## config.mk

```make
export PLATFORM = sky130hd
export DESIGN_NAME = mem_arbiter
export DESIGN_NICKNAME = d
export VERILOG_FILES = /design/src/rtl/mem_arbiter.sv
export SDC_FILE = /design/constraint.sdc
export NUM_CORES = 1
export LEC_CHECK = 0
export ABC_AREA = 1
export CAP_MARGIN = 10
export CELL_PAD_IN_SITES_DETAIL_PLACEMENT = 0
export CELL_PAD_IN_SITES_GLOBAL_PLACEMENT = 2
export CORE_MARGIN = 1.5
export CORE_UTILIZATION = 17
export CTS_CLUSTER_DIAMETER = 120
export CTS_CLUSTER_SIZE = 8
export DETAILED_ROUTE_END_ITERATION = 10
export PLACE_DENSITY_LB_ADDON = 0.3
export SETUP_SLACK_MARGIN = 0.3
export SYNTH_ARGS = -nofsm -noshare
export SYNTH_HDL_FRONTEND = slang
export SYNTH_SLANG_ARGS = --single-unit
```

## constraint.sdc

```tcl
create_clock -name i_clk -period 1.4 [get_ports i_clk]
set_input_delay 0.14 -clock i_clk [delete_from_list [all_inputs] [get_ports i_clk]]
set_output_delay 0.14 -clock i_clk [all_outputs]
set_load 0.01 [all_outputs]
```

## src/rtl/mem_arbiter.sv

```systemverilog
// Two-requester (fetch / load-store) arbiter and sequencer for the single-port byte-lane data memory.
// Define ARB_ROUND_ROBIN_EN for alternating tie-breaks; otherwise D always beats F.
module mem_arbiter (
  input  logic        i_clk,
  input  logic        i_reset,
  input  logic        i_f_valid,
  input  logic [31:0] i_f_addr,
  output logic        o_f_ready,
  output logic        o_f_rvalid,
  output logic [31:0] o_f_rdata,
  input  logic        i_d_valid,
  input  logic [31:0] i_d_addr,
  input  logic [31:0] i_d_wdata,
  input  logic [1:0]  i_d_wr_mask,
  input  logic [2:0]  i_d_rd_mask,
  output logic        o_d_ready,
  output logic        o_d_rvalid,
  output logic [31:0] o_d_rdata,
  output logic [1:0]  o_d_err,
  output logic [31:0] o_mem_address,
  output logic [31:0] o_mem_wr_data,
  output logic [1:0]  o_mem_wr_mask,
  output logic [2:0]  o_mem_rd_mask,
  input  logic [31:0] i_mem_rd_data,
  input  logic        i_mem_err_misaligned,
  input  logic        i_mem_err_invalid_rd,
  output logic        o_busy
);

  typedef enum logic [1:0] {IDLE, ACCESS, RESP} state_t;

  localparam logic [1:0] WR_N  = 2'd0;
  localparam logic [2:0] RD_W  = 3'd0;
  localparam logic [2:0] RD_XX = 3'd5;

  state_t state, next_state;
  logic   owner_d;
  logic   can_accept;
  logic   grant_d;
  logic   accept;
  logic   d_wins_tie;

`ifdef ARB_ROUND_ROBIN_EN
  logic last_d;

  // Remembers the most recent grant so a tie goes to the other port next time.
  always_ff @(posedge i_clk or negedge i_reset) begin
    if (!i_reset)
      last_d <= 1'b0;
    else if (accept)
      last_d <= grant_d;
  end

  assign d_wins_tie = !last_d;
`else
  assign d_wins_tie = 1'b1;
`endif

  assign can_accept = i_reset && (state == IDLE || state == RESP);
  assign grant_d    = i_d_valid && (!i_f_valid || d_wins_tie);
  assign accept     = can_accept && (i_f_valid || i_d_valid);

  always_ff @(posedge i_clk or negedge i_reset) begin
    if (!i_reset)
      state <= IDLE;
    else
      state <= next_state;
  end

  always_comb begin
    next_state = state;
    case (state)
      IDLE:    next_state = accept ? ACCESS : IDLE;
      ACCESS:  next_state = RESP;
      RESP:    next_state = accept ? ACCESS : IDLE;
      default: next_state = IDLE;
    endcase
  end

  always_comb begin
    o_f_ready  = can_accept && i_f_valid && !grant_d;
    o_d_ready  = can_accept && grant_d;
    o_f_rvalid = (state == RESP) && !owner_d;
    o_d_rvalid = (state == RESP) && owner_d;
    o_busy     = (state != IDLE);
    o_d_err    = o_d_rvalid ? {i_mem_err_misaligned, i_mem_err_invalid_rd} : 2'b00;
  end

  assign o_f_rdata = i_mem_rd_data;
  assign o_d_rdata = i_mem_rd_data;

  // Masks fall back to no-op after ACCESS so the memory never repeats a command.
  always_ff @(posedge i_clk or negedge i_reset) begin
    if (!i_reset) begin
      owner_d       <= 1'b0;
      o_mem_address <= 32'h0;
      o_mem_wr_data <= 32'h0;
      o_mem_wr_mask <= WR_N;
      o_mem_rd_mask <= RD_XX;
    end else if (accept) begin
      owner_d <= grant_d;
      if (grant_d) begin
        o_mem_address <= i_d_addr;
        o_mem_wr_data <= i_d_wdata;
        o_mem_wr_mask <= i_d_wr_mask;
        o_mem_rd_mask <= i_d_rd_mask;
      end else begin
        o_mem_address <= i_f_addr;
        o_mem_wr_data <= 32'h0;
        o_mem_wr_mask <= WR_N;
        o_mem_rd_mask <= RD_W;
      end
    end else if (state == ACCESS) begin
      o_mem_wr_mask <= WR_N;
      o_mem_rd_mask <= RD_XX;
    end
  end

endmodule

```

==> results of run 1 <==
-- Yosys cell counts (all sizes together) --
library cell	instances	area share
buf	84	0.18
dfrtp	70	0.46
dfstp	2	0.014
inv	11	0.013
nand2	308	0.31
nand3	9	0.013
nor2	4	0.0083
nor3	1	0.0013
-- registers in the layout (all words and copies together), names as in the netlist --
| signal | cells |
|---|---|
| o_mem_wr_data | 32 |
| owner_d | 1 |
| o_mem_address | 32 |
| state | 2 |
| o_mem_rd_mask | 3 |
| o_mem_wr_mask | 2 |
-- metrics by stage --
stage | setup WS, ns | hold WS [ns] | total power, mW
detailed placement | -0.181 | 0.280 | 4.43
global placement | -0.159 | 0.280 | 4.42
global route | -0.0339 | 0.266 | 7.15
finish | 0.0171 | 0.229 | 6.72
floorplan | 0.310 | -0.156 | 3.45
CTS | -0.0536 | 0.212 | 6.57
-- logic make-up after synthesis --
logic type | count (synthesis) | share of synthesized area
AND/OR/NAND/NOR | 322 | 0.335
flip-flops | 72 | 0.476
buffers and inverters | 95 | 0.189
-- final cells by class --
| cell class | instances | area, um2 |
|---|---|---|
| Inverter | 11 | 58.8 |
| Clock inverter | 3 | 17.5 |
| Timing Repair Buffer | 218 | 1970 |
| Tap cell | 280 | 350 |
| Fill cell | 2407 | 15700 |
| Clock buffer | 13 | 260 |
| Multi-Input combinational cell | 324 | 1630 |
| Timing Repair inverter | 2 | 27.5 |
| Sequential cell | 72 | 1810 |
-- where the power goes --
part / switching (mW) / internal, mW / leakage [nW]
clock network: 0.887 / 1.29 / 0.136
logic: 0.926 / 0.962 / 2.16
registers: 0.243 / 2.41 / 0.907
-- worst register-to-register path, delay by kind of cell, from the launching register on --
family                 cells  cell delay [ns]
and+or+nand+nor            4             0.34
buffers and inverters      3             0.52
DFF                        1             0.40
-- how the worst min path moves through the flow --
stage          slack (ns)  cells after the start              start                to
2_1_floorplan       -0.16                      0            i_reset  o_mem_address[0]
3_3_place_gp         0.28                      0  i_mem_rd_data[21]     o_d_rdata[21]
3_5_place_dp         0.28                      0  i_mem_rd_data[21]     o_d_rdata[21]
4_1_cts              0.21                      5          i_d_valid  o_mem_address[3]
5_1_grt              0.27                      5          i_d_valid  o_mem_address[3]
6_report             0.23                      5          i_d_valid  o_mem_address[3]
-- what timing repair did --
action	CTS	global route
setup endpoints to repair	146	89
hold endpoints to repair	70	0
cloned	6	6
pin swaps	3	47
buffers inserted	7	6
gates resized for setup	313	114
hold buffers	1	0
-- per-layer routing --
layer | routed length (um) | GRT usage
met1 | 5920 | 0.138
met2 | 6030 | 0.173
met3 | 1290 | 0.0503
met4 | 252 | 0.0490
met5 | 0 | 0
==> key figures, run 1 <==
Synthesis
  – Avg Inst Size Synth: ~7.8 um2
  – Post-Synthesis Cells: just under 500
  – Post-synthesis net count: approximately 630
  – Yosys cell types: 19
  – Synth Warn #: 0
  – Sequential share of the synthesized area: 0.476
  – #FFs+latches synth: between 70 and 80
  – Synthesized area: approximately 3800 um2

Clock network
  – CTS tree: yes
  – CTS max path bufs: 2
  – Root Driver: clkbuf_16
  – Clock transition at the registers of the reported paths: around 0.060 ns
  – Clock sinks: 72
  – H-Tree Depth: 3
  – CTS buffer count: 9
  – Clk_lat worst skew: between 0.3 and 0.4 ns

Worst setup path
  – Worst r2r dst: o_mem_address[27]
  – R2R Setup Slk: ~0.03 ns
  – Critical path buffers and inverters: 3
  – Critical Path Max Stage Delay: 0.40 ns
  – Worst r2r src: state[0]
  – Crit path kind: flip-flop to output pin
  – R2R depth: 7
  – CP Capture Type: output pin
  – Data required time of the worst path: between 1 and 1.5 ns
  – CP cell instances: buf_6 > buf_4 > nor3_2 > buf_2
  – CP Capture Point: o_f_rvalid
  – Stages on worst setup path: 4
  – Worst setup SP type: flip-flop
  – CP top delay family: buffers and inverters
  – WP data arrival: between 1 and 1.5 ns
  – Critical Path Source: state[0]
  – Crit-path max FO: 2
  – Worst path slowest cell: dfrtp_2

Finish
  – Commonest non-fill, non-tap cell in the layout: nand2_1
  – Nets@finish: 777
  – Design area: 6110 um2
  – Ant diodes: 0
  – Syn-to-layout area delta: 61.3%
  – Most frequent cells in the layout: 238 x nand2_1, 104 x clkdlybuf4s50_1, 69 x dfrtp_1, 66 x buf_2, 46 x nand2_2
  – Post-Layout Cell Count: 923
  – Fraction of layout instances using a drive strength above 1: 0.337
  – Final core occ: 0.280

Route
  – DRC errors left: 0
  – Vias/cell: between 3 and 4
  – Post-DRT Antenna Nets: 0
  – Final wirelength: around 13000 um
  – Pre-antenna DRT Iters: 4
  – DR iter-0 viols: 105
  – Average wire per standard cell: 14.6 um
  – Vias: approximately 3400

Place
  – Dpl hpwl: 8420 um
  – DP Area: 5430 um2
  – DP Cell Count: about 900
  – Number of buffers added on ports: around 180
  – Gpl congestion: 0.697

STA
  – Fin. Hold Viols: 0
  – Slew headroom: 0.716
  – Final setup violation count: 0
  – Setup_tns: 0 ns
  – Final Max Tran Viols: 0
  – Skew final: approximately 0.0054 ns
  – Period utilization: 0.988
  – Tmin final: between 1 and 1.5 ns
  – RSZ-0062 raised after global routing: yes
  – FMAX: ~720 MHz
  – Worst-margin pin slew: around 0.43 ns

GRT
  – Global-route wire length before repair: about 20000 um
  – GRT Resource Usage Total: 0.113
  – Vias in the first global route: about 3400
  – Pin count of the biggest net entering global routing: 73
  – Grt total ovfl: 0
  – Initial antenna violation count: 0

Floorplanning
  – CORE AREA: ~22000 um2
  – Ports: about 280
  – Die Y: roughly 150 um
  – Initial Util: 0.174
  – Die area: between 20000 and 25000 um2
  – Die Wd: between 150 and 200 um
  – Row cnt: 54

Job
  – Max-Cap Viols: 0

Power
  – Static leakage: ~3.2 nW
  – Worst vdd ir: slightly below 400 uV
  – Power Dens Cells: ~1100 nW/um2

Status
  – Status: complete, no violations

Hold path
  – Min-Delay Path Class: input port to flip-flop
Power figures use the tool's default switching activity.
==> run 2, diff against run 1 <==
--- a/config.mk
+++ b/config.mk
@@ -6,6 +6,7 @@
 export NUM_CORES = 1
 export LEC_CHECK = 0
 export ABC_AREA = 1
+export ABC_CLOCK_PERIOD_IN_PS = 1400
 export CAP_MARGIN = 10
 export CELL_PAD_IN_SITES_DETAIL_PLACEMENT = 0
 export CELL_PAD_IN_SITES_GLOBAL_PLACEMENT = 2
@@ -14,6 +15,7 @@
 export CTS_CLUSTER_DIAMETER = 120
 export CTS_CLUSTER_SIZE = 8
 export DETAILED_ROUTE_END_ITERATION = 10
+export MAX_ROUTING_LAYER = met4
 export PLACE_DENSITY_LB_ADDON = 0.3
 export SETUP_SLACK_MARGIN = 0.3
 export SYNTH_ARGS = -nofsm -noshare
==> key figures, run 2 (synthesis gave the netlist of run 1 again) <==
Status
  – Status: complete, no violations

Place
  – Gpl congestion: about 0.70
  – Number of buffers added on ports: 182
  – Setup Slack @ Placement: -0.181 ns
  – Dpl hpwl: roughly 8400 um

STA
  – Period utilization: 0.987
  – Fin. Hold Viols: 0
  – Slew headroom: 0.716
  – RSZ-0062 raised after global routing: yes
  – Tmin final: approximately 1.4 ns
  – Skew final: between 0.005 and 0.006 ns
  – FMAX: roughly 720 MHz
  – Worst-margin pin slew: ~0.43 ns
  – Setup_tns: 0 ns
  – Final Max Tran Viols: 0
  – Final setup violation count: 0
  – Fin worst setup slack: 0.0186 ns

Clock network
  – Clock transition at the registers of the reported paths: about 0.060 ns
  – CTS buffer count: 9
  – H-Tree Depth: 3
  – CTS max path bufs: 2
  – Root Driver: clkbuf_16
  – Clock sinks: between 70 and 80
  – Clk_lat worst skew: 0.33 ns
  – CTS tree: yes

Finish
  – Commonest non-fill, non-tap cell in the layout: nand2_1
  – Nets@finish: a little under 800
  – Largest regs: o_mem_address (32), o_mem_wr_data (32), o_mem_rd_mask (3)
  – Syn-to-layout area delta: 61.3%
  – Fillers: around 2400
  – Ant diodes: 0
  – Fraction of layout instances using a drive strength above 1: 0.337
  – Most frequent cells in the layout: 238 x nand2_1, 104 x clkdlybuf4s50_1, 69 x dfrtp_1, 66 x buf_2, 46 x nand2_2

Worst setup path
  – Worst setup SP type: flip-flop
  – Crit-path max FO: 2
  – Worst path slowest cell: dfrtp_2
  – WP data arrival: roughly 1.2 ns
  – Crit path kind: flip-flop to output pin
  – CP top delay family: buffers and inverters
  – Critical Path Source: state[0]
  – Critical path buffers and inverters: 3
  – Critical Path Max Stage Delay: 0.40 ns
  – Data required time of the worst path: roughly 1.3 ns
  – Worst r2r src: state[0]
  – CP cell instances: buf_6 > buf_4 > nor3_2 > buf_2
  – CP Capture Type: output pin

Route
  – Vias: around 3400
  – DR iter-0 viols: around 120
  – Final wirelength: approximately 13000 um
  – Pre-antenna DRT Iters: 4
  – DRC errors left: 0
  – Post-DRT Antenna Nets: 0
  – Average wire per standard cell: around 15 um
  – Vias/cell: 3.72

Floorplanning
  – Die Y: between 150 and 200 um
  – Die Wd: 152 um
  – Ports: roughly 280
  – Die area: ~23000 um2
  – Row cnt: 54
  – CORE AREA: between 20000 and 25000 um2
  – Initial Util: 0.174

Power
  – Power Dens Cells: between 1000 and 1500 nW/um2
  – Worst vdd ir: just under 400 uV
  – Static leakage: roughly 3.2 nW

GRT
  – Global-route wire length before repair: 20300 um
  – Vias in the first global route: approximately 3500
  – Initial antenna violation count: 0
  – GRT Resource Usage Total: 0.117
  – Pin count of the biggest net entering global routing: 73
  – Grt total ovfl: 0

Hold path
  – Hold path start: i_d_valid
  – Min-Delay Path Class: input port to flip-flop

Job
  – Max-Cap Viols: 0
run 2: worst min-delay path, stage by stage:
cell and delay [ns]:
buf_2 0.17, nand2_1 0.07, nand2_1 0.05, nand2_1 0.06, nand2_1 0.04
run 2: what timing repair did:
item / CTS / global route
setup buffers: 7 / 6
gates cloned: 6 / 6
setup endpoints to repair: 146 / 89
pin swaps: 3 / 47
hold buffers: 1 / 0
resized for setup: 313 / 114
hold endpoints to repair: 70 / 0
run 2: path summary, 6_finish.rpt:
path / to / slack [ns] / cells after the start
setup / recovery: o_f_rvalid / 0.02 / 4
hold / removal: o_mem_address[3] / 0.23 / 5
min in group asynchronous: owner_d / 0.51 / 4
hold reg to reg: o_mem_address[3] / 0.47 / 2
setup reg to reg: o_mem_address[27] / 0.03 / 7
max in group asynchronous: o_mem_address[2] / 0.53 / 4
run 2: metal layers:
layer	track usage	vias to the layer above	routed length [um]
met5	-	-	0
met4	0.0490	0	178
met3	0.0461	23	1260
met2	0.173	146	6120
met1	0.141	1554	5910
li1	-	1708	-
run 2: report_power, final:
part | switching (mW) | internal, mW | leakage (nW)
clock network | 0.880 | 1.29 | 0.136
registers | 0.243 | 2.41 | 0.907
logic | 0.926 | 0.962 | 2.16
run 2: area by class of cell:
| type | instances | area, um2 | share of cell area |
|---|---|---|---|
| multi-input combinational | 324 | 1630 | 0.266 |
| timing repair inverter | 2 | 27.5 | 0.00450 |
| timing repair buffer | 218 | 1970 | 0.322 |
| clock buffer | 13 | 260 | 0.0426 |
| tap | 280 | 350 | 0.0573 |
| sequential | 72 | 1810 | 0.295 |
| clock inverter | 3 | 17.5 | 0.00287 |
| inverter | 11 | 58.8 | 0.00962 |
run 2: through the flow:
stage / hold slack, ns / instance area [um2] / instances / util / total power, mW
floorplan: -0.156 / 3790 / 489 / - / 3.45
finish: 0.231 / 6110 / 923 / 0.280 / 6.71
detailed placement: 0.280 / 5430 / 881 / 0.249 / 4.43
global placement: 0.280 / 5430 / 881 / 0.249 / 4.42
CTS: 0.212 / 5650 / 911 / 0.259 / 6.57
global route: 0.266 / 6110 / 923 / 0.280 / 7.15
